--- src/rtl/mod_bfly_addsub.sv ---
// Two-stage pipelined modular add/sub for the PE butterfly: (u+t) mod q and (u-t) mod q,
// q = 3329 (select=1) or 8380417 (select=0). Define MOD_BFLY_HALVE_EN to add half_i scaling.
module mod_bfly_addsub #(
  parameter int unsigned W       = 23,
  parameter int unsigned Q_KYBER = 3329,
  parameter int unsigned Q_DIL   = 8380417
) (
  input  logic         clk_i,
  input  logic         rst_i,
  input  logic         valid_i,
  output logic         ready_o,
  input  logic [W-1:0] u_i,
  input  logic [W-1:0] t_i,
  input  logic         select_i,
`ifdef MOD_BFLY_HALVE_EN
  input  logic         half_i,
`endif
  output logic         valid_o,
  input  logic         ready_i,
  output logic [W-1:0] sum_o,
  output logic [W-1:0] diff_o,
  output logic         select_o,
  output logic         err_o
);

  localparam logic [W:0] QK = Q_KYBER[W:0];
  localparam logic [W:0] QD = Q_DIL[W:0];

  logic         s1_valid;
  logic         s2_valid;
  logic [W:0]   s1_sum;
  logic [W:0]   s1_diff;
  logic         s1_sel;
  logic         s1_load;
  logic         s2_load;
  logic         accept;
  logic         out_of_range;
  logic [W:0]   q_in;
  logic [W:0]   q_s1;
  logic [W-1:0] s2_sum_d;
  logic [W-1:0] s2_diff_d;
`ifdef MOD_BFLY_HALVE_EN
  logic         s1_half;
`endif

  // Single conditional subtract: raw values are < 2q for in-range operands.
  function automatic logic [W-1:0] cond_sub(input logic [W:0] x, input logic [W:0] q);
    return W'((x >= q) ? x - q : x);
  endfunction

`ifdef MOD_BFLY_HALVE_EN
  // x/2 mod q: odd values borrow q to become even before the shift.
  function automatic logic [W-1:0] halve(input logic [W-1:0] y, input logic [W:0] q);
    logic [W:0] s;
    s = y[0] ? ({1'b0, y} + q) : {1'b0, y};
    return W'(s >> 1);
  endfunction
`endif

  assign s2_load      = !s2_valid || ready_i;
  assign s1_load      = !s1_valid || s2_load;
  assign ready_o      = s1_load;
  assign accept       = valid_i && ready_o;
  assign valid_o      = s2_valid;
  assign q_in         = select_i ? QK : QD;
  assign q_s1         = s1_sel ? QK : QD;
  assign out_of_range = ({1'b0, u_i} >= q_in) || ({1'b0, t_i} >= q_in);

  always_comb begin
    s2_sum_d  = cond_sub(s1_sum, q_s1);
    s2_diff_d = cond_sub(s1_diff, q_s1);
`ifdef MOD_BFLY_HALVE_EN
    if (s1_half) begin
      s2_sum_d  = halve(s2_sum_d, q_s1);
      s2_diff_d = halve(s2_diff_d, q_s1);
    end
`endif
  end

  always_ff @(posedge clk_i or posedge rst_i) begin
    if (rst_i) begin
      s1_valid <= 1'b0;
      s1_sum   <= '0;
      s1_diff  <= '0;
      s1_sel   <= 1'b0;
`ifdef MOD_BFLY_HALVE_EN
      s1_half  <= 1'b0;
`endif
      s2_valid <= 1'b0;
      sum_o    <= '0;
      diff_o   <= '0;
      select_o <= 1'b0;
      err_o    <= 1'b0;
    end else begin
      if (s1_load) begin
        s1_valid <= valid_i;
        if (valid_i) begin
          s1_sum  <= {1'b0, u_i} + {1'b0, t_i};
          s1_diff <= {1'b0, u_i} + q_in - {1'b0, t_i};
          s1_sel  <= select_i;
`ifdef MOD_BFLY_HALVE_EN
          s1_half <= half_i;
`endif
        end
      end
      if (s2_load) begin
        s2_valid <= s1_valid;
        if (s1_valid) begin
          sum_o    <= s2_sum_d;
          diff_o   <= s2_diff_d;
          select_o <= s1_sel;
        end
      end
      if (accept && out_of_range) begin
        err_o <= 1'b1;
      end
    end
  end

endmodule

--- config.mk ---
export PLATFORM = sky130hd
export DESIGN_NAME = mod_bfly_addsub
export DESIGN_NICKNAME = d
export VERILOG_FILES = /design/src/rtl/mod_bfly_addsub.sv
export SDC_FILE = /design/constraint.sdc
export NUM_CORES = 1
export LEC_CHECK = 0
export ABC_AREA = 1
export CORE_UTILIZATION = 35
export CTS_BUF_LIST = sky130_fd_sc_hd__clkbuf_8
export DETAILED_ROUTE_END_ITERATION = 10
export PLACE_DENSITY_LB_ADDON = 0.12
export SYNTH_ARGS = -nofsm -noshare
export SYNTH_HDL_FRONTEND = slang
export SYNTH_SLANG_ARGS = --single-unit
--- constraint.sdc ---
create_clock -name clk_i -period 4.4 [get_ports clk_i]
set_input_delay 0.88 -clock clk_i [delete_from_list [all_inputs] [get_ports clk_i]]
set_output_delay 0.88 -clock clk_i [all_outputs]
set_load 0.03 [all_outputs]
==> results of run 1 <==
-- sequential cells by signal, summed over array words and instances (netlist names) --
name,cells
sum_o,23
s1_sum,24
s1_valid,1
valid_o,1
err_o,1
diff_o,23
s1_diff,24
s1_sel,1
select_o,1
-- layout make-up --
class                      count  area (um2)
clock inverter                 5        57.6
inverter                     304        1140
timing repair buffer         108        1060
sequential                    99        2480
tap                          396         495
multi-input combinational   1388        7300
clock buffer                  11         151
fill                        3375       18100
-- worst max-delay path, stage by stage --
cell and delay, ns:
clkdlybuf4s50_1 0.48, buf_4 0.38, fa_1 0.48, inv_1 0.07, ha_1 0.23, nand2_1 0.13
nor2_1 0.19, inv_1 0.08, a21oi_1 0.28, o21bai_1 0.13, nand3_1 0.08, nand2_1 0.05
nand3_1 0.14, nand2_1 0.07
-- routing by layer --
layer	up-vias	GRT usage	routed length, um
met5	-	0	0
met4	0	0.0638	714
met3	35	0.0235	1240
met2	245	0.347	15000
met1	5089	0.320	17900
li1	5835	-	-
-- worst max path at each step --
stage / end / start / slack (ns) / cells past startpoint
after floorplan: diff_o[0]$_DFFE_PP0P_ / rst_i / 0.93 / 1
after global placement: s1_diff[23]$_DFFE_PP0P_ / select_i / 0.56 / 14
after detailed placement: s1_diff[23]$_DFFE_PP0P_ / select_i / 0.55 / 14
after CTS: s1_diff[23]$_DFFE_PP0P_ / select_i / 0.99 / 14
after global routing: s1_diff[23]$_DFFE_PP0P_ / select_i / 0.65 / 14
final: s1_diff[23]$_DFFE_PP0P_ / select_i / 0.99 / 14
-- synthesized netlist by cell type, types with 13 or more instances --
library cell / count / area share
inv_1: 298 / 0.10
nand2_1: 665 / 0.23
clkbuf_1: 16 / 0.0054
fa_1: 15 / 0.027
o21ai_0: 56 / 0.025
dfrtp_1: 99 / 0.22
a21oi_1: 63 / 0.028
o21ai_1: 13 / 0.0059
nand3_1: 141 / 0.064
nor2_1: 193 / 0.065
xor2_1: 23 / 0.018
ha_1: 124 / 0.14
nand4_1: 28 / 0.016
-- power groups by stage --
stage / sequential [uW] / clock [uW] / combinational, uW
after floorplan: 1860 / 0 / 2110
after global placement: 1530 / 0 / 3560
after detailed placement: 1530 / 0 / 3570
after CTS: 1520 / 677 / 3580
after global routing: 1570 / 705 / 4040
final: 1520 / 649 / 3570
-- kinds of logic (layout without fill, tap and decap cells) --
group	count (synthesis)	count (layout)	share of synthesized area
simple gates	1071	1071	0.398
buf+inv	331	428	0.117
compound gates	150	150	0.0720
fa+ha+maj	139	139	0.167
flops	99	99	0.224
xor+xnor	28	28	0.0222
-- stage by stage --
stage | hold WS [ns] | cells | total power (uW) | utilization
finish | 0.488 | 2311 | 5740 | 0.412
global route | 0.511 | 2311 | 6310 | 0.412
CTS | 0.493 | 2311 | 5770 | 0.412
detailed placement | 0.464 | 2295 | 5100 | 0.405
global placement | 0.462 | 2295 | 5090 | 0.405
floorplan | 0.471 | 1818 | 3960 | -
==> results by group, run 1 <==
Timing
  – Tcrit/Tclk final: 0.774
  – Fmax: 0.294 GHz
  – Setup TNS: 0 ns
  – Slew margin rel.: 0.399
  – Least-Margin Pin Slew: 0.900 ns
  – Worst Clk Skew: 0.0170 ns
  – Endpoints failing setup: 0
  – Final min period: 3.41 ns
  – Minimum setup slack in the final design: 0.994 ns
  – Final Hold Viols: 0
  – Slew Limit Fails: 0
  – RSZ-0062 raised after global routing: false

Clocking
  – H-tree depth: 3
  – CTS root buf: clkbuf_8
  – Setup bufs post-CTS: 0
  – Hold_buf cts: 0
  – Num CTS Buffers: 9
  – TritonCTS Sinks: 99
  – Clock Latency Late Sink: 0.39 ns
  – Post_cts resized: 0
  – CTS Buffer Depth: 2
  – CTS tree: built
  – Worst-path clk slew: 0.10 ns

Finish
  – Most common cell after layout, fill and taps aside: nand2_1
  – P&R area growth vs syn: 14.6%
  – Diodes inserted: 0
  – Most frequent cells in the layout: nand2_1 (663), inv_1 (297), nor2_1 (193)
  – Final #Nets: 2100
  – Final instance area: 12700 um2
  – Share of cells above drive strength 1: 0.0266

Placed design
  – Detailed Place HPWL: 28.8 mm
  – Setup WS pre-CTS: 0.552 ns
  – Post-DP Area: 12500 um2
  – Port bufs: 100
  – Routability cong.: 0.963

Power
  – Switching Share: 0.510
  – Power Density: 453 nW/um2
  – Flop pwr share: 0.265
  – VDD IR-drop max: 0.000174 V
  – Logic pwr share: 0.622
  – Net Switching: 2930 uW
  – Leakage Power: 0.00709 uW
  – Clock share of power: 0.113
  – P_int: 2810 uW

Setup path
  – Launch point of the worst reg-to-reg path: s1_sel$_DFFE_PP0P_
  – R2R depth: 14
  – R2R Path End: diff_o[12]$_DFFE_PP0P_
  – Worst reg2reg setup slack: 1.39 ns
  – Crit Path Max Fanout: 31
  – Critical Path End Type: register
  – CP Class: in -> reg
  – CP Launch Type: input pin
  – Crit path arrival time: 3.69 ns
  – Crit path required time: 4.68 ns

Logic synthesis
  – Post-synthesis net count: 2008
  – Flops & latches, synth: 99
  – Synthesized area per cell: 6.09 um2
  – Ys async rst share: 1.00
  – EDFF count, synth: 0
  – Post-Syn Area: 11100 um2
  – Synthesized instance count: 1818
  – Seq/Total Area, Yosys: 0.224
  – Post-synth top flop: dfrtp_1
  – Synthesis Warnings: 0
  – Yosys cell types: 37

Min path
  – Hold endpoint: sum_o[19]$_DFFE_PP0P_
  – Min-delay src: sum_o[19]$_DFFE_PP0P_
  – Worst Hold Depth: 2
  – Worst Hold Class: reg -> reg

Drt
  – Drt first pass iters: 10
  – Detailed-route DRC error count: 7
  – DRT iter0 DRCs: 614
  – Routed wire length: 34.8 mm
  – Vias/cell: 4.85
  – Drt wl/cell: 15.1 um
  – Final ANT Viol Nets: 0
  – Vias post-DR: 11204

Floorplan
  – Initial Util: 0.359
  – DIE WIDTH: 180 um
  – Die Y: 180 um
  – Core area: 30800 um2
  – Io pins: 101
  – Standard-cell row count: 64
  – Die area: 32300 um2

Outcome
  – Violated checks: design-rule violations
  – Run status: finished with violations

Global routing
  – Total grt overflow: 0
  – Global-route wire length before repair: 57.4 mm
  – Largest net degree at the start of global routing: 71
  – Tot GR Track Use: 0.222
  – Initial antenna violation count: 0
  – Vias in the first global route: 10822

Job
  – Max-cap viol count: 0
Note: power is estimated with default switching activity, not from simulation.
==> run 2, diff against run 1 <==
clock period = 3.4 ns   (was 4.4 ns; I/O delays follow)
==> run 2 against run 1 <==
The run still ends with design-rule violations left. Sequential power rose by 29%. Register-to-register slack got worse by 0.94 ns. Via count rose by 1.2%. Routed wire length fell by 2.7%. First-iteration DRC count rose by 20%. Largest power group unchanged. Sequential share of layout area fell by 0.53 points. Final area rose by 2.8%. Sequential cell count did not move. Die area did not move. Worst setup slack got worse by 0.55 ns. Worst hold slack got worse by 0.0063 ns.
==> results by group, run 2 (synthesis results as in run 1) <==
Global routing
  – Total grt overflow: 0
  – Initial antenna violation count: 0
  – Tot GR Track Use: 0.215
  – Global-route wire length before repair: 55.9 mm
  – Largest net degree at the start of global routing: 71
  – Vias in the first global route: 10798

Timing
  – Least-Margin Pin Slew: 0.781 ns
  – Setup TNS: 0 ns
  – Tcrit/Tclk final: 0.870
  – Final Hold Viols: 0
  – Worst Clk Skew: 0.0170 ns
  – Slew Limit Fails: 0
  – Endpoints failing setup: 0
  – Hold Slack: 0.482 ns
  – Fmax: 0.338 GHz
  – Final min period: 2.96 ns
  – Slew margin rel.: 0.476
  – RSZ-0062 raised after global routing: false

Power
  – Clock share of power: 0.106
  – Flop pwr share: 0.264
  – Switching Share: 0.509
  – Leakage Power: 0.00731 uW
  – VDD IR-drop max: 0.000214 V
  – Power Density: 569 nW/um2
  – P_int: 3650 uW
  – Logic pwr share: 0.630
  – Power, Total: 7420 uW
  – Net Switching: 3780 uW

Setup path
  – R2R depth: 14
  – CP Class: in -> reg
  – Crit path required time: 3.69 ns
  – Critical Path End Type: register
  – CP Launch Type: input pin
  – Crit Path Max Fanout: 15
  – Crit path arrival time: 3.24 ns

Floorplan
  – Die area: 32300 um2
  – Die Y: 180 um
  – Initial Util: 0.359
  – DIE WIDTH: 180 um
  – Standard-cell row count: 64
  – Core area: 30800 um2
  – Io pins: 101

Finish
  – Diodes inserted: 0
  – P&R area growth vs syn: 17.8%
  – Fill count: 3373
  – Share of cells above drive strength 1: 0.0495
  – Footprint of the multi-input gates: 7300 um2
  – Finished Core Util: 0.423
  – Biggest regs: s1_diff x24, s1_sum x24
  – Most common cell after layout, fill and taps aside: nand2_1
  – Reg area: 2480 um2
  – Most frequent cells in the layout: nand2_1 (663), inv_1 (297), nor2_1 (193)
  – Final #Nets: 2147

Placed design
  – Routability cong.: 0.905
  – Port bufs: 100
  – Detailed Place HPWL: 28.3 mm

Outcome
  – Violated checks: design-rule violations
  – Run status: finished with violations

Clocking
  – CTS Buffer Depth: 2
  – Hold_buf cts: 0
  – Worst-path clk slew: 0.10 ns
  – Setup bufs post-CTS: 0
  – CTS root buf: clkbuf_8
  – Clock Latency Late Sink: 0.39 ns
  – CTS tree: built
  – Num CTS Buffers: 9
  – Post_cts resized: 0
  – H-tree depth: 3
  – TritonCTS Sinks: 99

Drt
  – Final ANT Viol Nets: 0
  – Drt wl/cell: 14.4 um
  – Drt first pass iters: 8
  – Vias/cell: 4.81
  – Routed wire length: 33.9 mm
  – DRT iter0 DRCs: 737
  – Vias post-DR: 11343
  – Detailed-route DRC error count: 7

Job
  – Max-cap viol count: 0

Min path
  – Worst Hold Depth: 2
  – Worst Hold Class: reg -> reg
-- run 2: cell types whose count changed in the layout (fill, tap and decap cells not counted), sizes merged --
cell / delta
clkinv: -1
bufinv: -1
clkbuf: +1
clkinvlp: +1
inv: -1
buf: +47
-- run 2: worst max-delay path, cell delays in order --
cell and delay (ns):
clkdlybuf4s50_1 0.48, buf_12 0.20, fa_1 0.49, inv_1 0.04, ha_1 0.40, nand2_1 0.14
inv_1 0.09, nand2_1 0.10, nor2_1 0.18, nand3_1 0.13, nand3_1 0.10, nand2_1 0.05
nand3_1 0.09, nand2_1 0.06
-- run 2: final timing paths --
check | slack, ns | end | start
min in group asynchronous | 0.59 | diff_o[9]$_DFFE_PP0P_ | rst_i
worst min register to register | 0.48 | sum_o[19]$_DFFE_PP0P_ | sum_o[19]$_DFFE_PP0P_
max in group asynchronous | 2.17 | s1_sum[15]$_DFFE_PP0P_ | rst_i
worst max-delay path | 0.44 | s1_diff[22]$_DFFE_PP0P_ | select_i
worst max register to register | 0.45 | diff_o[12]$_DFFE_PP0P_ | s1_sel$_DFFE_PP0P_
worst min-delay path | 0.48 | sum_o[19]$_DFFE_PP0P_ | sum_o[19]$_DFFE_PP0P_
-- run 2: routing by layer --
| layer | vias to the layer above | routed length [um] | global-route usage |
|---|---|---|---|
| met4 | 0 | 654 | 0.0662 |
| met2 | 260 | 14400 | 0.333 |
| met5 | - | 0 | 0 |
| met3 | 24 | 1490 | 0.0184 |
| li1 | 5919 | - | - |
| met1 | 5140 | 17300 | 0.314 |
-- run 2: layout make-up --
type	instances	area share
well taps	396	0.0380
multi-input cells	1388	0.560
clock inverters	3	0.00163
flip-flops and latches	99	0.190
repair buffers	155	0.110
clock buffers	12	0.0127
inverters	304	0.0877
-- run 2: power groups by stage --
stage          combinational (uW)  sequential, uW  clock, uW
3_3_place_gp                 4650            1980          0
6_report                     4680            1960        784
2_1_floorplan                2730            2400          0
4_1_cts                      4700            1960        817
5_1_grt                      5280            2030        851
3_5_place_dp                 4680            1980          0
-- run 2: metrics by stage --
step / instance area [um2] / setup slack, ns / std cells
floorplan: 11100 / 0.130 / 1818
global placement: 12900 / 0.0278 / 2342
detailed placement: 12900 / 0.0333 / 2342
CTS: 13000 / 0.439 / 2357
global route: 13000 / 0.186 / 2357
finish: 13000 / 0.443 / 2357
==> run 3, diff against run 2 <==
CORE_MARGIN = 10   (was not set)
==> run 3 against run 2 <==
The flow now finishes without violations. Global-route usage down 3.1 points. Worst setup slack better by 0.0054 ns. Highest routed layer unchanged. Non-clock buffer count down 8. Largest power group unchanged. Sequential share of layout area up 0.068 points. Utilization down 0.91 points. Combinational power up 0.9%. Total power up 0.70%. Sequential cell count unchanged. First-iteration DRC count down 22%. Die area up 21%. Routed wire length up 5.2%.
==> results by group, run 3 (synthesis results as in run 1) <==
Drt
  – Drt wl/cell: 15.1 um
  – Drt first pass iters: 5
  – Final ANT Viol Nets: 0
  – Detailed-route DRC error count: 0
  – Routed wire length: 35.6 mm
  – DRT iter0 DRCs: 572
  – Vias post-DR: 11200
  – Vias/cell: 4.76

Setup path
  – Crit path required time: 3.68 ns
  – CP Class: in -> reg
  – Crit-path cells: clkdlybuf4s50_1 > buf_12 > fa_1 > inv_1 > ha_1 > nand2_1 > inv_1 > nand2_1 > nor2_1 > nand3_1 > nand3_1 > nand2_1 > nand3_1 > nand2_1
  – Most used cell, CP: nand2_1
  – Crit path arrival time: 3.23 ns
  – Number of cells on the critical path: 14
  – Worst reg2reg setup slack: 0.58 ns
  – R2R depth: 15
  – Critical Path Start: select_i
  – R2R Path End: diff_o[14]$_DFFE_PP0P_
  – Critical Path Max Stage Delay: 0.54 ns
  – CP max stage cell: fa_1
  – CP delay by family, top: adder cells
  – Critical Path End Type: register
  – Buffers plus inverters on the worst setup path: 4
  – CP Capture Point: s1_diff[22]$_DFFE_PP0P_
  – CP Launch Type: input pin
  – Launch point of the worst reg-to-reg path: s1_sel$_DFFE_PP0P_
  – Crit Path Max Fanout: 16

Clocking
  – H-tree depth: 3
  – CTS tree: built
  – TritonCTS Sinks: 99
  – CTS root buf: clkbuf_8
  – Clock Latency Late Sink: 0.39 ns
  – CTS Buffer Depth: 2
  – Setup bufs post-CTS: 0
  – Hold_buf cts: 0
  – Num CTS Buffers: 9
  – Post_cts resized: 0
  – Worst-path clk slew: 0.10 ns

Floorplan
  – Core area: 31400 um2
  – Die area: 39100 um2
  – Standard-cell row count: 65
  – Io pins: 101
  – Die Y: 198 um
  – Initial Util: 0.353
  – DIE WIDTH: 198 um

Placed design
  – Port bufs: 100
  – Routability cong.: 0.955
  – Detailed Place HPWL: 29.9 mm
  – Placed insts: 2340

Timing
  – Fmax: 0.339 GHz
  – Final Hold Viols: 0
  – Final min period: 2.95 ns
  – Slew margin rel.: 0.491
  – Worst Clk Skew: 0.0148 ns
  – Endpoints failing setup: 0
  – Slew Limit Fails: 0
  – RSZ-0062 raised after global routing: false
  – Setup TNS: 0 ns
  – Tcrit/Tclk final: 0.868
  – Hold Slack: 0.485 ns
  – Least-Margin Pin Slew: 0.759 ns

Global routing
  – Vias in the first global route: 10791
  – Initial antenna violation count: 0
  – Tot GR Track Use: 0.183
  – Largest net degree at the start of global routing: 71
  – Total grt overflow: 0
  – Global-route wire length before repair: 57.3 mm

Finish
  – Biggest regs: s1_diff x24, s1_sum x24
  – Share of cells above drive strength 1: 0.0451
  – Fill count: 3477
  – Final #Nets: 2139
  – P&R area growth vs syn: 17.4%
  – Diodes inserted: 0
  – Most common cell after layout, fill and taps aside: nand2_1
  – Most frequent cells in the layout: nand2_1 (663), inv_1 (298), nor2_1 (193)
  – Post-Layout Cell Count: 2355

Outcome
  – Run status: completed

Power
  – Flop pwr share: 0.261
  – P_int: 3670 uW
  – Net Switching: 3800 uW
  – VDD IR-drop max: 0.000251 V
  – Clock share of power: 0.107
  – Power Density: 575 nW/um2
  – Leakage Power: 0.00728 uW
  – Switching Share: 0.509
  – Logic pwr share: 0.632

Min path
  – Worst Hold Class: reg -> reg

Job
  – Max-cap viol count: 0
==> run 3: cell types whose count changed in the layout (fill, tap and decap cells not counted) <==
cell	delta
bufinv_16	+1
buf_4	-8
clkbuf_8	-2
inv_6	-1
inv_1	+1
clkinv_4	+1
==> run 3: routing by layer <==
metal	GRT usage	part of all wire	vias up
met3	0.0290	0.044	30
li1	-	-	5903
met4	0.0518	0.022	0
met5	0	0	-
met1	0.258	0.51	5069
met2	0.283	0.42	198
==> run 3: per-stage QoR <==
step / utilization / instance area, um2 / power, uW / setup slack (ns)
floorplan: - / 11100 / 5130 / 0.130
detailed placement: 0.408 / 12800 / 6710 / 0.0458
CTS: 0.414 / 13000 / 7540 / 0.463
global placement: 0.408 / 12800 / 6680 / 0.0270
finish: 0.414 / 13000 / 7470 / 0.448
global route: 0.414 / 13000 / 8210 / 0.245
==> run 3: layout make-up <==
type / instances / area, um2 / share of cell area
multi-input cells: 1388 / 7300 / 0.562
flip-flops and latches: 99 / 2480 / 0.191
repair buffers: 147 / 1380 / 0.106
inverters: 304 / 1140 / 0.0880
well taps: 402 / 503 / 0.0387
clock buffers: 10 / 138 / 0.0106
clock inverters: 5 / 55.1 / 0.00424
==> run 3: worst register-to-register path: cells and delay by family (launching register included) <==
family | cells | cell delay [ns]
and+or+nand+nor | 11 | 1.48
DFF | 1 | 0.39
adders and majority gates | 1 | 0.35
buffers and inverters | 3 | 0.50
==> run 3: worst min path at each step <==
stage                                 start                      end  cells after the start
floorplan           s1_diff[23]$_DFFE_PP0P_  s1_diff[23]$_DFFE_PP0P_                      2
global placement       sum_o[2]$_DFFE_PP0P_     sum_o[2]$_DFFE_PP0P_                      2
detailed placement    diff_o[4]$_DFFE_PP0P_    diff_o[4]$_DFFE_PP0P_                      2
CTS                   sum_o[20]$_DFFE_PP0P_    sum_o[20]$_DFFE_PP0P_                      2
global route          sum_o[14]$_DFFE_PP0P_    sum_o[14]$_DFFE_PP0P_                      2
finish               diff_o[21]$_DFFE_PP0P_   diff_o[21]$_DFFE_PP0P_                      2
==> run 3: power groups by stage <==
| stage | Clock, uW | Sequential, uW | Combinational, uW |
|---|---|---|---|
| after floorplan | 0 | 2400 | 2730 |
| after global placement | 0 | 1960 | 4710 |
| after detailed placement | 0 | 1980 | 4740 |
| after CTS | 828 | 1960 | 4750 |
| after global routing | 866 | 2010 | 5330 |
| final | 803 | 1950 | 4720 |
